<file path="src/rtl/seq_magnitude_comparator_pkg.sv">
// Shared types for the sequential magnitude comparator: FSM states and
// the one-hot {gt, eq, lt} result encodings.
package cmp_pkg;

  typedef enum logic [1:0] {
    IDLE = 2'd0,
    CMP  = 2'd1,
    DONE = 2'd2
  } state_t;

  localparam logic [2:0] RES_GT = 3'b100;
  localparam logic [2:0] RES_EQ = 3'b010;
  localparam logic [2:0] RES_LT = 3'b001;

endpackage

</file>
<file path="src/rtl/seq_magnitude_comparator_chunk_cmp.sv">
// Combinational CHUNK-bit unsigned compare; invert_msb flips the top bit of
// both operands so the sign chunk of a two's-complement value orders correctly.
module chunk_cmp #(
  parameter int CHUNK = 4
) (
  input  logic [CHUNK-1:0] a,
  input  logic [CHUNK-1:0] b,
  input  logic             invert_msb,
  output logic             gt,
  output logic             eq,
  output logic             lt
);

  logic [CHUNK-1:0] w_mask;
  logic [CHUNK-1:0] w_a;
  logic [CHUNK-1:0] w_b;

  always_comb begin
    w_mask            = '0;
    w_mask[CHUNK-1]   = invert_msb;
    w_a               = a ^ w_mask;
    w_b               = b ^ w_mask;
    gt                = (w_a > w_b);
    eq                = (w_a == w_b);
    lt                = (w_a < w_b);
  end

endmodule

</file>
<file path="src/rtl/seq_magnitude_comparator.sv">
// Multi-cycle magnitude comparator: walks CHUNK-bit slices from the MSB end
// and stops at the first slice that differs.
module seq_magnitude_comparator
  import cmp_pkg::*;
#(
  parameter int WIDTH = 16,
  parameter int CHUNK = 4
) (
  input  logic                          clk,
  input  logic                          rst_n,
  input  logic                          start_valid,
  output logic                          start_ready,
  input  logic [WIDTH-1:0]              a,
  input  logic [WIDTH-1:0]              b,
  input  logic                          signed_mode,
  output logic                          res_valid,
  input  logic                          res_ready,
  output logic                          a_grt_b,
  output logic                          a_eq_b,
  output logic                          a_less_b,
  output logic [$clog2(WIDTH/CHUNK):0]  res_cycles,
  output logic [1:0]                    o_dbg_state
);

  localparam int NCHUNK = WIDTH / CHUNK;
  localparam int CW     = $clog2(NCHUNK) + 1;
  localparam int IW     = (NCHUNK > 1) ? $clog2(NCHUNK) : 1;

  // Handshakes: a request transfers on a rising edge with start_valid &&
  // start_ready; a result transfers on a rising edge with res_valid &&
  // res_ready. Both ready/valid outputs are pure state decodes, so neither
  // handshake has a combinational path through the block.

  state_t           r_state;
  state_t           w_next_state;
  logic [WIDTH-1:0] r_a;
  logic [WIDTH-1:0] r_b;
  logic             r_signed;
  logic [IW-1:0]    r_idx;
  logic [CW-1:0]    r_cnt;
  logic [2:0]       r_res;
  logic [CW-1:0]    r_res_cycles;

  logic [CHUNK-1:0] w_a_chunk;
  logic [CHUNK-1:0] w_b_chunk;
  logic             w_invert;
  logic             w_gt;
  logic             w_eq;
  logic             w_lt;

  assign w_a_chunk = r_a[CHUNK*r_idx +: CHUNK];
  assign w_b_chunk = r_b[CHUNK*r_idx +: CHUNK];
  assign w_invert  = r_signed && (r_idx == IW'(NCHUNK-1));

  chunk_cmp #(.CHUNK(CHUNK)) u_chunk_cmp (
    .a          (w_a_chunk),
    .b          (w_b_chunk),
    .invert_msb (w_invert),
    .gt         (w_gt),
    .eq         (w_eq),
    .lt         (w_lt)
  );

  always_ff @(posedge clk or negedge rst_n) begin
    if (!rst_n) r_state <= IDLE;
    else        r_state <= w_next_state;
  end

  always_comb begin
    w_next_state = r_state;
    case (r_state)
      IDLE: if (start_valid)                  w_next_state = CMP;
      CMP:  if (!w_eq || r_idx == '0)         w_next_state = DONE;
      DONE: if (res_ready)                    w_next_state = IDLE;
      default:                                w_next_state = IDLE;
    endcase
  end

  always_ff @(posedge clk or negedge rst_n) begin
    if (!rst_n) begin
      r_a          <= '0;
      r_b          <= '0;
      r_signed     <= 1'b0;
      r_idx        <= '0;
      r_cnt        <= '0;
      r_res        <= '0;
      r_res_cycles <= '0;
    end else begin
      case (r_state)
        IDLE: begin
          if (start_valid) begin
            r_a      <= a;
            r_b      <= b;
            r_signed <= signed_mode;
            r_idx    <= IW'(NCHUNK-1);
            r_cnt    <= '0;
          end
        end
        CMP: begin
          r_cnt <= r_cnt + 1'b1;
          if (w_gt) begin
            r_res        <= RES_GT;
            r_res_cycles <= r_cnt + 1'b1;
          end else if (w_lt) begin
            r_res        <= RES_LT;
            r_res_cycles <= r_cnt + 1'b1;
          end else if (r_idx == '0) begin
            r_res        <= RES_EQ;
            r_res_cycles <= CW'(NCHUNK);
          end else begin
            r_idx <= r_idx - 1'b1;
          end
        end
        default: ;
      endcase
    end
  end

  assign start_ready = (r_state == IDLE);
  assign res_valid   = (r_state == DONE);
  assign a_grt_b     = r_res[2];
  assign a_eq_b      = r_res[1];
  assign a_less_b    = r_res[0];
  assign res_cycles  = r_res_cycles;
  assign o_dbg_state = r_state;

endmodule

</file>
<file path="config.mk">
export PLATFORM = sky130hd
export DESIGN_NAME = seq_magnitude_comparator
export DESIGN_NICKNAME = d
export VERILOG_FILES = /design/src/rtl/seq_magnitude_comparator_pkg.sv /design/src/rtl/seq_magnitude_comparator_chunk_cmp.sv /design/src/rtl/seq_magnitude_comparator.sv
export SDC_FILE = /design/constraint.sdc
export NUM_CORES = 1
export LEC_CHECK = 0
export ABC_AREA = 1
export BUFFER_PORTS_ARGS = -buffer_cell sky130_fd_sc_hd__buf_2
export CORE_ASPECT_RATIO = 2
export CORE_MARGIN = 4
export CORE_UTILIZATION = 49
export CTS_CLUSTER_SIZE = 14
export DETAILED_ROUTE_END_ITERATION = 8
export PLACE_DENSITY = 0.87
export REMOVE_ABC_BUFFERS = 1
export SYNTH_ARGS = -nofsm -noshare
export SYNTH_HDL_FRONTEND = slang
export SYNTH_SLANG_ARGS = --single-unit
</file>
<file path="constraint.sdc">
create_clock -name clk -period 2.09 [get_ports clk]
set_input_delay 0.418 -clock clk [delete_from_list [all_inputs] [get_ports clk]]
set_output_delay 0.418 -clock clk [all_outputs]
set_load 0.02 [all_outputs]
</file>
-- Word-level counts from Yosys, hierarchy flattened
Index checks and enable logic that the tools add are counted.
- logic and storage cells: 55
- register bits: 46
- output and inout port bits: 10
- input bits: 37
- shift operators: 2
- mux-type cells: 17
- reductions and logical operators: 12
- eq/ne operators: 10
- bitwise gates (word level): 2
- $add $sub $neg: 2
- order comparisons: 2
- operators with widths (cell ; number):
    indexed part select 16 x 5 -> 4 bit ; 2
    two-way mux 3 bit ; 7
    two-way mux 2 bit ; 7
    inequality test 2 bit, second input constant ; 5
    XOR 4 bit ; 2
    one-hot mux 2 bit (3 select lines) ; 1
    one-hot mux 3 bit (2 select lines) ; 1
    AND reduction 2 bit ; 3
    AND reduction 5 bit ; 1
    equality test 2 bit, second input constant ; 2
    equality test 4 bit ; 1
    greater-than comparator 4 bit ; 1
    zero test 2 bit ; 2
    < comparator 4 bit ; 1
    one-hot mux 2 bit (2 select lines) ; 1
    adder 3 x 1 -> 3 bit, second input constant ; 1
    AND reduction 3 bit ; 1
    nonzero test 3 bit ; 1
    equality test 2 x 1 -> 1 bit, second input constant ; 1
    inequality test 2 x 1 -> 1 bit, second input constant ; 1
    nonzero test 2 bit ; 1
    subtractor 2 x 1 -> 2 bit, second input constant ; 1
    logical AND 1 bit ; 1
    zero test 1 bit ; 1
    logical OR 1 bit ; 1

-- Longest topological paths before layout
Gate-level depths: netlist (run 1).
- word-level depth: 8
- gate-level depth with buffers: 15
- gate-level depth less buffers: 14

-- Cells and area by module
Synthesis (run 1) repeated with hierarchy kept, for this count alone.
- cells, all modules: 293
- area, all modules: 2302.2 µm²
- modules (own cells, without submodules) (module ; times used ; cells an instance ; sequential area each (µm²) ; area an instance (µm²)):
    seq_magnitude_comparator ; 1 ; 272 ; 1151.1 ; 2173.3
    chunk_cmp ; 1 ; 21 ; 0.0 ; 128.9

-- Worst setup path after synthesis (run 1)
No wires, ideal clock.
- path type: reg2reg
- from: reg r_idx[0]
- to: reg r_res[1]
- path buffers: 2
- setup time: 0.127 ns
- cell stages (with the launch flop): 12
- period minus slack after synthesis: 2.119 ns
- arrival time: 1.992 ns
- path slack: -0.029 ns
- required time: 1.963 ns
- cell sequence: dfrtp_1 buf_2 clkinv_1 buf_2 o21ai_0 o22ai_1 ha_1 nand2_1 nor2_1 nand3_1 nand2_1 o21ai_0
- word-level cells in the longest chain between the ends: 6
- elaborated cells between the ends (all ways): 13
- classes of those cells: 2 x order compare; 1 x eq/ne; 2 x shift; 2 x mux; 2 x bitwise; 4 x reduce/logical
- RTL lines (element ; line ; text):
    start, declared ; seq_magnitude_comparator.sv:39 ; logic [IW-1:0] r_idx;
    start signal, assigned ; seq_magnitude_comparator.sv:95 ; r_idx <= IW'(NCHUNK-1);
    start signal, assigned ; seq_magnitude_comparator.sv:111 ; r_idx <= r_idx - 1'b1;
    parallel branches: the longest is 6 deep, another holds < comparator 4 bit ; n/a ;
    end signal, assigned ; seq_magnitude_comparator.sv:86 ; r_res <= '0;
    end signal, assigned ; seq_magnitude_comparator.sv:102 ; r_res <= RES_GT;
    end signal, assigned ; seq_magnitude_comparator.sv:105 ; r_res <= RES_LT;
    end, declared ; seq_magnitude_comparator.sv:41 ; logic [2:0] r_res;
Several ways; the timed one is not identified.
A chain may end at the register's enable or synchronous reset.

-- Final worst setup path (run 1)
- from: reg r_idx[1]
- to: reg r_res_cycles[0], in the netlist res_cycles[0]
- word-level cells in the longest chain between the ends: 6
- elaborated cells between the ends (all ways): 13
- classes of those cells: 2 x order compare; 1 x eq/ne; 2 x shift; 2 x mux; 2 x bitwise; 4 x reduce/logical
- RTL lines (element ; line ; text):
    parallel branches: the longest is 6 deep, another holds < comparator 4 bit ; n/a ;
    end signal, assigned ; seq_magnitude_comparator.sv:103 ; r_res_cycles <= r_cnt + 1'b1;
    end signal, assigned ; seq_magnitude_comparator.sv:106 ; r_res_cycles <= r_cnt + 1'b1;
    end signal, assigned ; seq_magnitude_comparator.sv:109 ; r_res_cycles <= CW'(NCHUNK);
    end, declared ; seq_magnitude_comparator.sv:42 ; logic [CW-1:0] r_res_cycles;
Several ways; the timed one is not identified.

==> results.tsv, run 1 <==
metric	value	unit
finClkSkew	0.00944	ns
worstSetupEndpointType	register	
nets	310	
violations	setup timing	
die_w	55.5	um
drv_slew	0	
report.power.total	0.00550	W
finalSetupViolations	9	
core	0.00434	mm^2
switchingPower	0.00232	W
pwr-share-clk	0.092	
worst_slack	-0.153	ns
maxCapViolations	0	
ys_warn_count	0	
nFillCells	303	
p_int	0.00318	W
drtIter0Drc	60	
cts_tree	yes	
holdWs	0.0845	ns
vias_per_cell	5.62	
syn_area	0.00221	mm^2
leakage	1.46	nW
worst_setup_path_start_kind	register	
num_io_pins	47	
regArea	0.00115	mm^2
slew_headroom	0.649	
die_area	0.00572	mm^2
ctsHtreeMaxLevel	2	
wl_per_cell	17.9	um
power_density	1840	mW/mm^2
cts.sinks	46	
p_seq_frac	0.300	
grt_first_pass_wirelength	8090	um
grt_pass1_vias	1871	
synth_seq_area_share	0.521	
place_area	0.00255	mm^2
std_cell_rows	34	
antenna_cells	0	
num_vias	1797	
antenna_found_initial	0	
status	complete, but fails checks	
wirelength	5720	um
final_antenna_net_count	0	
routabilityCongestion	0.855	
drtPass1Iterations	4	
avgSynthCellArea	10.9	um^2
clockBufferDepth	2	
io_buffers	46	
p_sw_frac	0.421	
crit_fanout	6	
start_util	0.510	
finalHoldViolCount	0	
arrival	2.47	ns
hpwl	3480	um
cts_made_buffers	5	
grt_max_degree	39	
clk_pin_slew	0.08	ns
postCtsHoldBufs	0	
synthToLayoutAreaGrowth	35.6	%
critical_path_class	reg2reg	
fin_crit	2.24	ns
max-vdd-ir-drop	0.00119	V
grt_overflow_total	0	
clock_latency	0.31	ns
setup_tns	-0.944	ns
worstMarginPinSlew	0.527	ns
drc	0	
synth_cell_types	21	
cp.required	2.32	ns
synth-seq-cells	46	
max_freq	446	MHz
cts_root_buf	clkbuf_8	
die_y	103	um
grtUsageTotal	0.183	
postSynthCellCount	202	
holdCritPathClass	in2async	
final_cell_area	0.00300	mm^2
pwr-share-comb	0.609	
multi_input_area	0.00122	mm^2
rsz0062_at_grt	yes	
fin_crit_sh	1.07	
drive_gt1_frac	0.553	
-- cell families (layout without fill, tap and decap cells) --
group / count (synthesis) / in the layout / share of synthesized area
buffers and inverters: 16 / 80 / 0.0390
AO/OA/AOI/OAI: 25 / 25 / 0.0662
AND/OR/NAND/NOR: 72 / 72 / 0.129
flip-flops: 46 / 46 / 0.521
multiplexers: 33 / 33 / 0.194
XOR/XNOR: 3 / 3 / 0.0119
adder cells (fa/ha/maj): 7 / 7 / 0.0396
-- cells in the mapped netlist --
cell / instances / share of area
clkinv_1: 1 / 0.0017
buf_6: 3 / 0.015
dfrtp_1: 46 / 0.52
nor2_1: 12 / 0.020
ha_1: 7 / 0.040
nand2_1: 49 / 0.083
mux2_2: 18 / 0.092
o21ai_0: 13 / 0.029
o31ai_1: 1 / 0.0034
inv_1: 7 / 0.012
nand3_1: 10 / 0.023
mux2_4: 15 / 0.10
xnor2_1: 1 / 0.0040
buf_1: 1 / 0.0017
a21oi_1: 5 / 0.011
a32o_1: 3 / 0.014
nor2_2: 1 / 0.0028
o22ai_1: 3 / 0.0085
xor2_1: 2 / 0.0079
clkbuf_1: 1 / 0.0017
buf_2: 3 / 0.0068
-- state kept, by name, summed over array words and instances, names as in the netlist --
signal,cells
r_cnt,3
r_b,16
r_res,3
res_cycles,3
r_a,16
o_dbg_state,2
r_signed,1
r_idx,2
-- critical path, cell delays in order (launching register included) --
cell and delay [ns]:
dfrtp_1 0.46, clkinvlp_4 0.23, buf_6 0.17, a21oi_1 0.15, a32o_2 0.21, ha_4 0.22, nand2_1 0.06, nand2_1 0.09
nand2_2 0.11, nand2_4 0.07, buf_6 0.13, nand2_4 0.06, nand2_2 0.04, o21ai_1 0.16
-- worst paths after layout --
kind                                  endpoint  cells after the start      start  slack (ns)
worst max register to register   res_cycles[0]                     13   r_idx[1]       -0.15
worst min-delay path             res_cycles[0]                      1      rst_n        0.08
max in group asynchronous             r_idx[0]                      2      rst_n        1.49
worst max-delay path             res_cycles[0]                     13   r_idx[1]       -0.15
worst min register to register        r_res[1]                      2   r_res[1]        0.50
min in group clk                o_dbg_state[1]                      2  res_ready        0.27
-- power groups by stage --
stage               clock (W)  sequential, W  combinational (W)
finish               0.000504        0.00165            0.00335
global route         0.000543        0.00167            0.00358
CTS                  0.000502        0.00160            0.00224
detailed placement          0        0.00160            0.00204
global placement            0        0.00158            0.00194
floorplan                   0        0.00160            0.00138
-- metrics by stage --
| step | cells | setup WS (ns) | util |
|---|---|---|---|
| 6_report | 320 | -0.153 | 0.691 |
| 5_1_grt | 320 | -0.233 | 0.691 |
| 4_1_cts | 314 | 0.00120 | 0.624 |
| 3_5_place_dp | 303 | -0.0415 | 0.587 |
| 3_3_place_gp | 303 | 0.0825 | 0.587 |
| 2_1_floorplan | 194 | -0.285 | - |
-- layer usage --
layer / vias up / track usage / routed length, um
met2: 67 / 0.330 / 3360
met3: 19 / 0.0539 / 247
met4: 0 / 0.146 / 209
li1: 808 / - / -
met1: 903 / 0.170 / 1900
met5: - / 0 / 0
-- cells in the final DEF (no fill, tap or decap), types with 6 or more instances in the layout --
cell type and n:
mux2_2 18, buf_6 11, buf_4 6, nand2_2 13, dfrtp_1 45, o21ai_1 6
nand2_4 6, buf_2 46, o21ai_0 6, nand2_1 29, nor2_1 11, mux2_4 15
-- area by class of cell --
cell class	instances	area share
clock buffer	5	0.0230
clock inverter	2	0.00334
inverter	8	0.0121
multi-input combinational	140	0.408
sequential	46	0.384
tap	54	0.0225
timing repair buffer	65	0.146
-- what timing repair did --
action	CTS	global route
buffers inserted	4	6
gates resized for setup	16	58
endpoints found under the setup margin	8	9
pin swaps	3	18
(Power assumes the default switching activity.)
==> run 2, diff against run 1 <==
ABC_AREA = unset   (was 1)
PLACE_DENSITY = 0.86   (was 0.87)
==> run 2 against run 1 <==
Net effect:
- the run still ends with setup timing left
- combinational power decreased by 17%
- hold slack improved by 0.039 ns
- worst setup slack got worse by 0.096 ns
- largest cell class is now sequential cells
==> results.tsv, run 2 <==
metric	value	unit	change
async_flop_share	1.00		unchanged
num_io_pins	47		unchanged
nets	259		-16%
holdWs	0.123	ns	+0.0385 ns
crit_fanout	4		-2
crit_chain	mux4_2 -> xor2_1 -> ha_1 -> a21o_1 -> buf_4 -> o211ai_2 -> mux2i_1		
fin_crit_sh	1.12		+0.0459
yosys-top-cells-area	dfrtp_1 49%, mux2_4 17%, mux4_1 7.8%, ha_1 3.7%, mux2_2 3.4%		
vias_per_cell	5.35		-4.7%
wirelength	4650	um	-19%
ctsHtreeMaxLevel	2		unchanged
worst_slack	-0.249	ns	-0.0960 ns
final_antenna_net_count	0		unchanged
setup_tns	-1.96	ns	-1.01 ns
max-vdd-ir-drop	0.00120	V	+1.4%
ys_warn_count	0		unchanged
grt_max_degree	38		-2.6%
grt_pass1_vias	1582		-15%
std_cell_rows	35		+2.9%
antenna_found_initial	0		unchanged
grtUsageTotal	0.162		-0.0218
grt_overflow_total	0		unchanged
drv_slew	0		unchanged
cts.sinks	46		unchanged
synth_seq_area_share	0.490		-0.0308
synth_cell_types	34		+62%
io_buffers	46		unchanged
holdCritPathClass	in2async		
drc	0		unchanged
die_area	0.00603	mm^2	+5.6%
worstMarginPinSlew	0.626	ns	+0.0985 ns
wl_per_cell	17.1	um	-4.1%
synth_area_leader_cell	dfrtp_1		
drive_gt1_frac	0.551		-0.00171
layout_commonest_cell	buf_2		
cts_tree	yes		
arrival	2.56	ns	+0.09 ns
core	0.00464	mm^2	+7.0%
synth_most_common_cell	dfrtp_1		
num_vias	1451		-19%
cts_root_buf	clkbuf_8		
leakage	1.42	nW	-2.8%
synth-seq-cells	46		unchanged
synth_flop_cell	dfrtp_1		
start_util	0.506		-0.00332
clockBufferDepth	2		unchanged
final_cell_mix	46 x buf_2, 45 x dfrtp_1, 27 x mux2_4		
die_w	57.0	um	+2.6%
postSynthCellCount	155		-23%
drtIter0Drc	27		-55%
synth_edf_count	0		unchanged
worst_path_largest_cell_delay	0.54	ns	+0.08 ns
die_y	106	um	+2.8%
finClkSkew	0.0116	ns	+0.00214 ns
synthToLayoutAreaGrowth	21.8	%	
report.power.total	0.00506	W	-8.0%
power_density	1770	mW/mm^2	-3.6%
finalSetupViolations	10		+1
yosysTopAreaCellShare	0.490		-0.0308
grt_first_pass_wirelength	7400	um	-8.5%
hpwl	3430	um	-1.4%
crit_slowest_cell	mux4_2		
max_freq	428	MHz	-4.1%
place_inst	262		-14%
instances_no_fill	271		-15%
violations	setup timing		
synthTopCellsByCount	46 x dfrtp_1, 27 x mux2_4, 8 x inv_1		
routabilityCongestion	0.748		-12%
drtPass1Iterations	4		unchanged
clk_pin_slew	0.09	ns	about the same
status	complete, but fails checks		
post-route-util	0.616		-0.0744
slew_headroom	0.583		-0.0657
clock_latency	0.30	ns	about the same
nFillCells	376		+24%
syn_area	0.00235	mm^2	+6.3%
critical_path_class	reg2reg		
maxCapViolations	0		unchanged
antenna_cells	0		unchanged
finalHoldViolCount	0		unchanged
reg.largest.list	r_a: 16 flops, r_b: 16 flops		
worstSetupEndpointType	register		
cts_made_buffers	5		unchanged
rsz0062_at_grt	yes		
cp.required	2.31	ns	about the same
fin_crit	2.34	ns	+0.0960 ns
avgSynthCellArea	15.2	um^2	+39%
worst_setup_path_start_kind	register		
## run 2: cell count changes after synthesis, moves of 4 or more
| cell | before | now |
|---|---|---|
| nand2_1 | 49 | 7 |
| mux2_4 | 15 | 27 |
| mux2_2 | 18 | 7 |
| nand3_1 | 10 | 0 |
| o21ai_0 | 13 | 4 |
| mux4_1 | 0 | 7 |
| nor2_1 | 12 | 7 |
| a21oi_1 | 5 | 1 |
## run 2: what timing repair did
action	in CTS	in global routing
buffers inserted	1	0
resized for setup	14	6
pin swaps	12	8
endpoints found under the setup margin	10	10
hold buffers	0	0
## run 2: kinds of logic after synthesis
group                    count (synthesis)  share of synthesized area
AND/OR/NAND/NOR                         23                     0.0506
XOR/XNOR                                 3                     0.0112
adder cells (fa/ha/maj)                  7                     0.0373
multiplexers                            45                      0.307
AO/OA/AOI/OAI                           16                     0.0533
flip-flops                              46                      0.490
buffers and inverters                   15                     0.0511
## run 2: final cells by class
| class | instances | area, um^2 | area share |
|---|---|---|---|
| clock inverters | 2 | 37.5 | 0.0131 |
| clock buffers | 6 | 72.6 | 0.0254 |
| well taps | 55 | 68.8 | 0.0240 |
| flip-flops and latches | 46 | 1150 | 0.403 |
| multi-input cells | 94 | 1140 | 0.397 |
| inverters | 8 | 30.0 | 0.0105 |
| repair buffers | 60 | 363 | 0.127 |
## run 2: critical path: cells and delay by family, from the launching register on
family	cells	cell delay, ns
flops	1	0.44
fa+ha+maj	1	0.31
buf+inv	1	0.16
mux	2	0.75
compound gates	2	0.42
xor+xnor	1	0.17
## run 2: path summary, 6_finish.rpt
| check | startpoint | end | slack (ns) | depth (start not counted) |
|---|---|---|---|---|
| worst max-delay path | r_idx[0] | r_idx[1] | -0.25 | 7 |
| worst min-delay path | rst_n | r_b[9] | 0.12 | 1 |
| worst max register to register | r_idx[0] | r_idx[1] | -0.25 | 7 |
| worst min register to register | res_cycles[0] | res_cycles[0] | 0.51 | 1 |
| max in group asynchronous | rst_n | r_a[3] | 1.38 | 2 |
| min in group clk | b[5] | r_b[5] | 0.34 | 2 |
## run 2: per-layer routing
metal  track usage  vias up  share of wire
met2         0.299       34           0.57
met5             0        -              0
met1         0.173      734           0.38
met3        0.0340        6          0.040
li1              -      677              -
met4        0.0630        0          0.014
## run 2: power breakdown
part | switching, W | total, W | internal, W
combinational | 0.00118 | 0.00278 | 0.00161
sequential | 0.000310 | 0.00163 | 0.00132
clock | 0.000294 | 0.000650 | 0.000357
total | 0.00178 | 0.00506 | 0.00328
## run 2: per-stage QoR
stage | cell area, um^2 | setup WS, ns
4_1_cts | 2820 | -0.227
6_report | 2860 | -0.249
3_3_place_gp | 2680 | -0.249
2_1_floorplan | 2260 | -1.14
3_5_place_dp | 2680 | -0.331
5_1_grt | 2860 | -0.371
